[src/rtl/inject_arbiter_if.sv]
// Requester-side and node-side signals of the injection port arbiter.
// The arbiter connects through the slave modport; the requester/node environment uses master.
interface inject_arbiter_if #(
    parameter int FLIT_SIZE = 82,
    parameter int N_REQ     = 4,
    parameter int CREDITS   = 4
);
    localparam int GW = $clog2(N_REQ);
    localparam int CW = $clog2(CREDITS + 1);

    logic [N_REQ-1:0]                 req_valid;
    logic [N_REQ*(FLIT_SIZE+1)-1:0]   req_flit;
    logic [N_REQ-1:0]                 req_ready;
    logic [FLIT_SIZE:0]               inject_flit;
    logic                             credit_ret;
    logic [GW-1:0]                    grant_id;
    logic                             busy;
    logic [CW-1:0]                    credit_cnt;
    logic                             err_credit_ovf;

    modport master (
        output req_valid, req_flit, credit_ret,
        input  req_ready, inject_flit, grant_id, busy, credit_cnt, err_credit_ovf
    );

    modport slave (
        input  req_valid, req_flit, credit_ret,
        output req_ready, inject_flit, grant_id, busy, credit_cnt, err_credit_ovf
    );
endinterface

[src/rtl/inject_arbiter.sv]
// Round-robin, packet-atomic arbiter sharing one node injection port among N_REQ requesters,
// with credit-based flow control towards the node injection buffer and a registered flit output.
module inject_arbiter #(
    parameter int FLIT_SIZE = 82,
    parameter int N_REQ     = 4,
    parameter int CREDITS   = 4
) (
    input  logic            clk,
    input  logic            rst,
    inject_arbiter_if.slave bus
);
    localparam int          FW = FLIT_SIZE + 1;
    localparam int          GW = $clog2(N_REQ);
    localparam int          CW = $clog2(CREDITS + 1);
    localparam int unsigned NR = N_REQ;

    typedef enum logic {IDLE, LOCK} state_e;

    state_e             state_q, state_d;
    logic [GW-1:0]      grant_q, grant_d;
    logic [GW-1:0]      rr_q, rr_d;
    logic [CW-1:0]      credit_q, credit_d;
    logic [FLIT_SIZE:0] flit_q, flit_d;
    logic [N_REQ-1:0]   ready_q, ready_d;
    logic               busy_q, busy_d;
    logic               err_q, err_d;

    logic [FLIT_SIZE:0] sel_flit;
    logic               xfer;
    logic               found;
    logic [GW-1:0]      winner;
    int unsigned        idx;

    always_comb begin
        sel_flit = bus.req_flit[int'(grant_q)*FW +: FW];
        // ready_q is only ever set for the granted requester while in LOCK
        xfer     = ready_q[grant_q] & bus.req_valid[grant_q];

        found  = 1'b0;
        winner = '0;
        idx    = 0;
        for (int unsigned k = 1; k <= NR; k++) begin
            idx = 32'(rr_q) + k;
            if (idx >= NR) idx = idx - NR;
            if (!found && bus.req_valid[idx]) begin
                found  = 1'b1;
                winner = GW'(idx);
            end
        end

        state_d  = state_q;
        grant_d  = grant_q;
        rr_d     = rr_q;
        flit_d   = '0;
        credit_d = credit_q;
        err_d    = err_q;

        case (state_q)
            IDLE: begin
                if (found) begin
                    state_d = LOCK;
                    grant_d = winner;
                end
            end
            LOCK: begin
                if (xfer) begin
                    flit_d            = sel_flit;
                    flit_d[FLIT_SIZE] = 1'b1;
                    if (sel_flit[FLIT_SIZE-1]) begin
                        state_d = IDLE;
                        rr_d    = grant_q;
                    end
                end
            end
            default: state_d = IDLE;
        endcase

        if (xfer && !bus.credit_ret) begin
            credit_d = credit_q - 1'b1;
        end else if (!xfer && bus.credit_ret) begin
            if (credit_q == CW'(CREDITS)) err_d = 1'b1;
            else credit_d = credit_q + 1'b1;
        end

        // Ready and busy are computed from next-state values so they can be registered
        busy_d  = (state_d == LOCK);
        ready_d = '0;
        if (state_d == LOCK && credit_d != '0) ready_d[grant_d] = 1'b1;
    end

    always_ff @(posedge clk or negedge rst) begin
        if (!rst) begin
            state_q  <= IDLE;
            grant_q  <= '0;
            rr_q     <= GW'(N_REQ - 1);
            credit_q <= CW'(CREDITS);
            flit_q   <= '0;
            ready_q  <= '0;
            busy_q   <= 1'b0;
            err_q    <= 1'b0;
        end else begin
            state_q  <= state_d;
            grant_q  <= grant_d;
            rr_q     <= rr_d;
            credit_q <= credit_d;
            flit_q   <= flit_d;
            ready_q  <= ready_d;
            busy_q   <= busy_d;
            err_q    <= err_d;
        end
    end

    assign bus.req_ready      = ready_q;
    assign bus.inject_flit    = flit_q;
    assign bus.grant_id       = grant_q;
    assign bus.busy           = busy_q;
    assign bus.credit_cnt     = credit_q;
    assign bus.err_credit_ovf = err_q;
endmodule

[src/flat_wrapper.sv]
// flat-port wrapper written by rule: the top's interface ports become plain ports
module inject_arbiter_flat 
#(
    parameter int FLIT_SIZE = 82,
    parameter int N_REQ     = 4,
    parameter int CREDITS   = 4
)
  (clk, rst, bus_req_valid, bus_req_flit, bus_credit_ret, bus_req_ready, bus_inject_flit, bus_grant_id, bus_busy, bus_credit_cnt, bus_err_credit_ovf);
  inject_arbiter_if #(.FLIT_SIZE(FLIT_SIZE), .N_REQ(N_REQ), .CREDITS(CREDITS)) bus_i ();
  input  logic clk;
  input  logic rst;
  input wire logic [$bits(bus_i.req_valid)-1:0] bus_req_valid;
  input wire logic [$bits(bus_i.req_flit)-1:0] bus_req_flit;
  input wire logic [$bits(bus_i.credit_ret)-1:0] bus_credit_ret;
  output wire logic [$bits(bus_i.req_ready)-1:0] bus_req_ready;
  output wire logic [$bits(bus_i.inject_flit)-1:0] bus_inject_flit;
  output wire logic [$bits(bus_i.grant_id)-1:0] bus_grant_id;
  output wire logic [$bits(bus_i.busy)-1:0] bus_busy;
  output wire logic [$bits(bus_i.credit_cnt)-1:0] bus_credit_cnt;
  output wire logic [$bits(bus_i.err_credit_ovf)-1:0] bus_err_credit_ovf;
  assign bus_i.req_valid = bus_req_valid;
  assign bus_i.req_flit = bus_req_flit;
  assign bus_i.credit_ret = bus_credit_ret;
  assign bus_req_ready = bus_i.req_ready;
  assign bus_inject_flit = bus_i.inject_flit;
  assign bus_grant_id = bus_i.grant_id;
  assign bus_busy = bus_i.busy;
  assign bus_credit_cnt = bus_i.credit_cnt;
  assign bus_err_credit_ovf = bus_i.err_credit_ovf;
  inject_arbiter #(.FLIT_SIZE(FLIT_SIZE), .N_REQ(N_REQ), .CREDITS(CREDITS)) u_core (.clk(clk), .rst(rst), .bus(bus_i));
endmodule
[config.mk]
export PLATFORM = sky130hd
export DESIGN_NAME = inject_arbiter_flat
export DESIGN_NICKNAME = d
export VERILOG_FILES = /design/src/rtl/inject_arbiter_if.sv /design/src/rtl/inject_arbiter.sv /design/src/flat_wrapper.sv
export SDC_FILE = /design/constraint.sdc
export NUM_CORES = 1
export LEC_CHECK = 0
export BUFFER_PORTS_ARGS = -buffer_cell sky130_fd_sc_hd__buf_2
export CORE_AREA = 2 2 168 170
export DETAILED_ROUTE_END_ITERATION = 8
export DIE_AREA = 0 0 170 172
export GPL_TIMING_DRIVEN = 0
export PLACE_DENSITY_LB_ADDON = 0.15
export RECOVER_POWER = 25
export SYNTH_ARGS = -nofsm -noshare
export SYNTH_HDL_FRONTEND = slang
export SYNTH_SLANG_ARGS = --single-unit
[constraint.sdc]
create_clock -name clk -period 4.4 [get_ports clk]
set_clock_uncertainty 0.05 [all_clocks]
set_input_delay 0.44 -clock clk [delete_from_list [all_inputs] [get_ports clk]]
set_output_delay 0.44 -clock clk [all_outputs]
set_load 0.05 [all_outputs]
==> results of run 1 <==
[layout make-up]
class,instances,area [µm²]
clock inverter,7,65.1
multi-input combinational,226,2800
sequential,96,2410
buffer,41,183
fill,2903,19200
inverter,7,26.3
tap,346,433
antenna,1,2.50
timing repair buffer,428,2160
clock buffer,9,225
[cell families after synthesis]
| kind of cell | share of synthesized area [%] |
|---|---|
| AOI/OAI and AO/OA | 2.38 |
| xor gates and xnor gates | 0.162 |
| adders and majority gates | 0.694 |
| buffers and inverters | 3.86 |
| DFF | 44.5 |
| muxes | 35.1 |
| and+or+nand+nor | 13.3 |
[layer usage]
metal	track usage (%)	up-vias	wire length (µm)
li1	-	2343	-
met1	17.4	2523	8920
met2	25.1	234	11100
met3	2.88	16	1470
met4	4.27	0	262
met5	0	-	0
[sequential cells by signal, summed over array words and instances (netlist names)]
| name | flops |
|---|---|
| u_core.bus.req_ready | 4 |
| u_core.bus.grant_id | 2 |
| u_core.bus.err_credit_ovf | 1 |
| u_core.bus.credit_cnt | 3 |
| u_core.rr_q | 2 |
| u_core.bus.inject_flit | 83 |
| u_core.state_q | 1 |
[worst register-to-register path, stage by stage, from the launching register on]
cell,delay [ns]
dfrtp_1,0.43
buf_6,0.18
nand4bb_1,0.21
nand4_1,0.18
clkbuf_1,0.71
nor2_1,0.18
a31oi_4,0.21
o31ai_2,0.12
nor3_1,0.19
[path summary, 6_finish.rpt]
| kind | to | start | slack [ns] |
|---|---|---|---|
| max | u_core.bus.inject_flit[47] | rst | 1.85 |
| min reg2reg | u_core.bus.err_credit_ovf | u_core.bus.err_credit_ovf | 0.43 |
| min in group asynchronous | u_core.bus.credit_cnt[1] | rst | 0.88 |
| min | u_core.bus.err_credit_ovf | u_core.bus.err_credit_ovf | 0.43 |
| max in group clk | u_core.bus.req_ready[0] | u_core.bus.grant_id[1] | 1.85 |
| max reg2reg | u_core.bus.req_ready[0] | u_core.bus.grant_id[1] | 1.85 |
[power breakdown]
| group | leakage, nW | switching, W | internal [W] |
|---|---|---|---|
| registers | 1.29 | 0.000104 | 0.00114 |
| logic | 3.10 | 0.00198 | 0.00121 |
| clock network | 0.140 | 0.000388 | 0.000397 |
| total | 4.53 | 0.00247 | 0.00274 |
[metrics by stage]
step	power [W]	worst slack [ns]	cells	hold WS (ns)
finish	0.00522	1.85	1161	0.427
global route	0.00554	1.30	1160	0.445
CTS	0.00533	1.81	1160	0.0652
detailed placement	0.00451	1.83	1144	0.410
global placement	0.00452	1.64	1143	0.399
floorplan	0.00358	2.10	370	0.0944
[cell usage in the layout (no fill, tap or decap), types with 3 or more instances in the layout]
cell type,instances
mux2i_1,3
clkbuf_16,9
a21oi_1,3
buf_2,434
clkinv_4,3
nand4b_1,3
dfrtp_1,93
and3_1,83
inv_1,7
nor2_1,11
mux4_2,82
ha_1,3
dfstp_2,3
clkbuf_1,30
nand2_1,4
nor3_1,3
==> flow_summary.yaml, run 1 <==
route:
  wirelength_mm: 21.7
  drtPass1Iterations: 4
  first_iter_violations: 148
  drcViolationCount: 0
  antenna_left: 0
  vias_per_cell: 4.41
  wl_per_cell_um: 18.7
  vias: 5116
worst_setup_path:
  critPathBufInv: 1
  cp-start-kind: "input port"
  cp_max_fo: 48
  critPathMaxStageDelay_ns: 1.88
  slowest_stage: "clkbuf_1"
  r2r_cells: 8
  required_ns: 4.22
  cp_top_family: "buffers and inverters"
  cp-end-kind: "async pin"
  arrival_ns: 2.37
  crit_type: "input port to async pin"
  cp_cell_sequence: "clkbuf_1"
  path_depth: 1
clocking:
  post_cts_buffers: 0
  cts_made_buffers: 9
  clkTransAtPathRegs_ns: 0.07
  ctsResizeCount: 0
  clock-root-buffer: "clkbuf_16"
  cts_tree: "built"
  cts_hold_buf: 0
  cts.sinks: 96
  cts_max_level: 3
  clk_latency_ns: 0.35
  clockBufferDepth: 2
outcome:
  status: "complete, but fails checks"
  violations: "max-capacitance violations, max-slew violations"
cells_and_area:
  syn_to_final_growth_pct: 53.4
  fin_nets: 1151
  drive_above_1_share_pct: 66.8
  design_area_um2: 8300
  fin_util_pct: 30.2
place:
  hpwlAfterDp_mm: 18.0
  placed_area_um2: 8010
  portBuffers: 427
  gp_congestion: 0.764
floorplanning:
  start_util_pct: 19.7
  rows: 61
  die_h_um: 172
  pin_count: 433
  dieArea_um2: 29200
  die_w_um: 170
  core_area_um2: 27500
pwr:
  power_density_nw_per_um2: 629
  leakagePower_nw: 4.53
  ir_drop_v: 0.000187
timing:
  period_minus_slack_ns: 2.55
  tns_ns: 0
  rsz0062_at_grt: "false"
  setup_viol: 0
  hold_viol: 0
  relSlewSlack_pct: -81.0
  drv_slew: 48
  finalCritPeriodShare_pct: 57.9
  fmax_ghz: 0.393
  worst_pin_slew_ns: 2.71
yosys:
  yosysMostFrequentCell: "dfrtp_1"
  synth-warning-count: 0
  yosys.area.top_type: "dfrtp_1"
  synth-seq-cells: 96
  synthTopCellsByCount: "dfrtp_1, and3_1, mux4_2"
  avgSynthCellArea_um2: 14.6
  synth_cell_types: 42
  async_flop_share_pct: 100
  synth_seq_area_share_pct: 44.5
  synth_ff_type: "dfrtp_1"
  syn_inst: 370
  synth-edff-count: 0
  netlist_area_um2: 5410
  yosysTopAreaCellShare_pct: 43.0
  syn-num-nets: 712
  synth_area_leaders: "dfrtp_1, mux4_2, and3_1"
grt:
  grt_pass1_vias: 5350
  grt_max_degree: 50
  grt_pass1_wl_mm: 30.9
  grt_overflow: 0
  grt_antenna_before_repair: 0
  grt_usage_pct: 14.2
worst_hold_path:
  hold_path_class: "register to register"
  min_path_cells: 1
flow_run:
  cap_viol_max_count: 1
No activity file was read; power rests on OpenSTA's default activity.
==> inputs of run 2 (changes only) <==
Settings changed: ABC_AREA set to 1, CORE_AREA 2 2 168 170 to 2 2 166 168, DIE_AREA 0 0 170 172 to 0 0 168 170.
Clock period 4.4 ns to 2.3 ns, I/O delays scaled along.
==> run 2 against run 1 <==
Compared with the run above: the flow now finishes without violations; final cell count increased by 42%; clock-buffer cell count is 3 higher; die area shrank 2.3%; register-to-register slack worse by 1.6 ns; critical path depth up 6; design area grew 4.3%; clock power is 100% higher; sequential power increased by 120%; via count increased by 45%; area after synthesis increased by 6.5%; critical path type is now register to register; critical endpoint is now u_core.bus.inject_flit[5].
==> flow_summary.yaml, run 2 <==
worst_setup_path:
  arrival_ns: 2.28
  worstReg2RegStart: "u_core.bus.grant_id[0]"
  cp-end-kind: "register"
  cp_cell_sequence: "clkbuf_4 > buf_4 > buf_4 > nor2_1 > nor2_1 > o21ai_0 > a21oi_1"
  cp_max_fo: 10
  slowest_stage: "dfrtp_1"
  critPathMaxStageDelay_ns: 0.50
  reg2reg_slack_ns: 0.24
  crit_type: "register to register"
  r2r_cells: 7
  required_ns: 2.52
  cp-start-kind: "register"
  r2r-end: "u_core.bus.inject_flit[5]"
cells_and_area:
  final_cells: 1649
  drive_above_1_share_pct: 36.1
  fin_util_pct: 32.5
  fin_nets: 1641
  nFillCells: 3006
  layout_commonest_cell: "buf_2"
  final_cell_mix: "buf_2, nor2_1, o21ai_0, dfrtp_1, a21oi_1"
  largest_reg_flops: 83
  syn_to_final_growth_pct: 50.2
yosys:
  yosys.area_share.simple_pct: 28.5
  synth_seq_area_share_pct: 41.7
  async_flop_share_pct: 100
  avgSynthCellArea_um2: 6.72
  synth_area_leaders: "dfrtp_1, nor2_1, o21ai_0"
  synthTopCellsByCount: "nor2_1, o21ai_0, dfrtp_1"
  synth-edff-count: 0
  muxShareOfSynthArea_pct: 0
  synth_ff_type: "dfrtp_1"
  yosys.area.top_type: "dfrtp_1"
  yosysTopAreaCellShare_pct: 40.4
  synthXorXnorAreaFrac_pct: 0.152
  yosysMostFrequentCell: "nor2_1"
  synth-seq-cells: 96
  synth_cell_types: 27
  syn_inst: 858
  synthAdderAreaFrac_pct: 0.651
  synth_compound_area_share_pct: 22.1
  synth_top_family_by_area: "simple AND/OR/NAND/NOR gates"
  netlist_area_um2: 5760
  synth-warning-count: 0
  syn-num-nets: 1200
floorplanning:
  core_area_um2: 26700
  dieArea_um2: 28600
  start_util_pct: 21.6
  die_w_um: 168
  rows: 60
  pin_count: 433
  die_h_um: 170
clocking:
  cts.sinks: 96
  clockBufferDepth: 2
  cts_made_buffers: 9
  clkTransAtPathRegs_ns: 0.08
  cts_tree: "built"
  cts_max_level: 3
  clk_latency_ns: 0.35
  clock-root-buffer: "clkbuf_16"
  post_cts_buffers: 0
pwr:
  leakagePower_nw: 4.55
  ir_drop_v: 0.000489
  power_density_nw_per_um2: 1540
flow_run:
  cap_viol_max_count: 0
place:
  gp_congestion: 0.833
  portBuffers: 428
  hpwlAfterDp_mm: 23.4
  place_inst: 1628
grt:
  grt_pass1_vias: 7254
  grt_max_degree: 50
  grt_antenna_before_repair: 3
  grt_usage_pct: 20.3
  grt_pass1_wl_mm: 43.7
  grt_overflow: 0
worst_hold_path:
  hold_path_class: "input port to register"
  hold_end: "u_core.bus.inject_flit[32]"
  min_path_cells: 3
  min-delay-start: "bus_req_flit[281]"
route:
  drtPass1Iterations: 6
  wl_per_cell_um: 18.3
  vias: 7402
  wirelength_mm: 30.1
  first_iter_violations: 405
  drcViolationCount: 0
  vias_per_cell: 4.49
  antenna_left: 0
timing:
  fmax_ghz: 0.487
  setup_viol: 0
  relSlewSlack_pct: 6.97
  drv_slew: 0
  finalCritPeriodShare_pct: 89.4
  worst_pin_slew_ns: 1.40
  rsz0062_at_grt: "false"
  period_minus_slack_ns: 2.06
  hold_viol: 0
  hold_slack_ns: 0.108
outcome:
  status: "finished, final reports clean"
run 2: critical path, delay by kind of cell, from the launching register on:
kind / cells / cell delay, ns
buf+inv: 3 / 0.91
compound gates: 2 / 0.37
flops: 1 / 0.50
simple gates: 2 / 0.14
run 2: metal layers:
layer	global-route usage, %	wire length (µm)
met1	24.7	12400
met5	0	0
met3	5.02	2490
met2	35.6	14700
met4	6.24	584
run 2: stage by stage:
stage	power (W)	TNS, ns	worst slack [ns]	area [µm²]
floorplan	0.00903	0	0.473	5760
global placement	0.0119	-29.46	-0.453	8330
detailed placement	0.0119	-3.22	-0.485	8360
CTS	0.0136	0	0.0787	8680
global route	0.0144	0	0.0389	8650
finish	0.0133	0	0.245	8660
run 2: worst max path at each step:
| stage | start | end | slack, ns | cells past startpoint |
|---|---|---|---|---|
| floorplan | u_core.bus.grant_id[0] | u_core.bus.req_ready[1] | 0.47 | 12 |
| global placement | u_core.bus.grant_id[0] | u_core.bus.inject_flit[5] | -0.45 | 5 |
| detailed placement | u_core.bus.grant_id[0] | u_core.bus.inject_flit[5] | -0.49 | 5 |
| CTS | u_core.bus.grant_id[0] | u_core.bus.inject_flit[5] | 0.08 | 7 |
| global route | u_core.bus.grant_id[0] | u_core.bus.inject_flit[5] | 0.04 | 5 |
| finish | u_core.bus.grant_id[0] | u_core.bus.inject_flit[5] | 0.24 | 7 |
run 2: cell type report:
type                            instances  area, µm²  share of cell area, %
Inverter                               23       88.8                   1.03
Sequential cell                        96       2410                   27.8
Tap cell                              341        427                   4.93
Clock buffer                           12        246                   2.85
Timing Repair Buffer                  430       2150                   24.8
Antenna cell                            4       10.0                  0.116
Clock inverter                          4       53.8                  0.621
Multi-Input combinational cell        676       2960                   34.2
Buffer                                 63        318                   3.67
run 2: power by group:
part / internal [W] / total [W] / switching, W
Clock: 0.000879 / 0.00160 / 0.000724
Sequential: 0.00244 / 0.00272 / 0.000272
Combinational: 0.00226 / 0.00902 / 0.00676
Total: 0.00559 / 0.0133 / 0.00775
run 2: logic make-up after synthesis:
family / after synthesis
and+or+nand+nor: 420
xor gates and xnor gates: 1
adders and majority gates: 3
AOI/OAI and AO/OA: 252
buffers and inverters: 86
DFF: 96
run 2: what timing repair did:
action,in CTS,in global routing
hold buffers,1,0
resized for setup,5,1
setup endpoints to repair,20,2
hold endpoints to repair,47,0
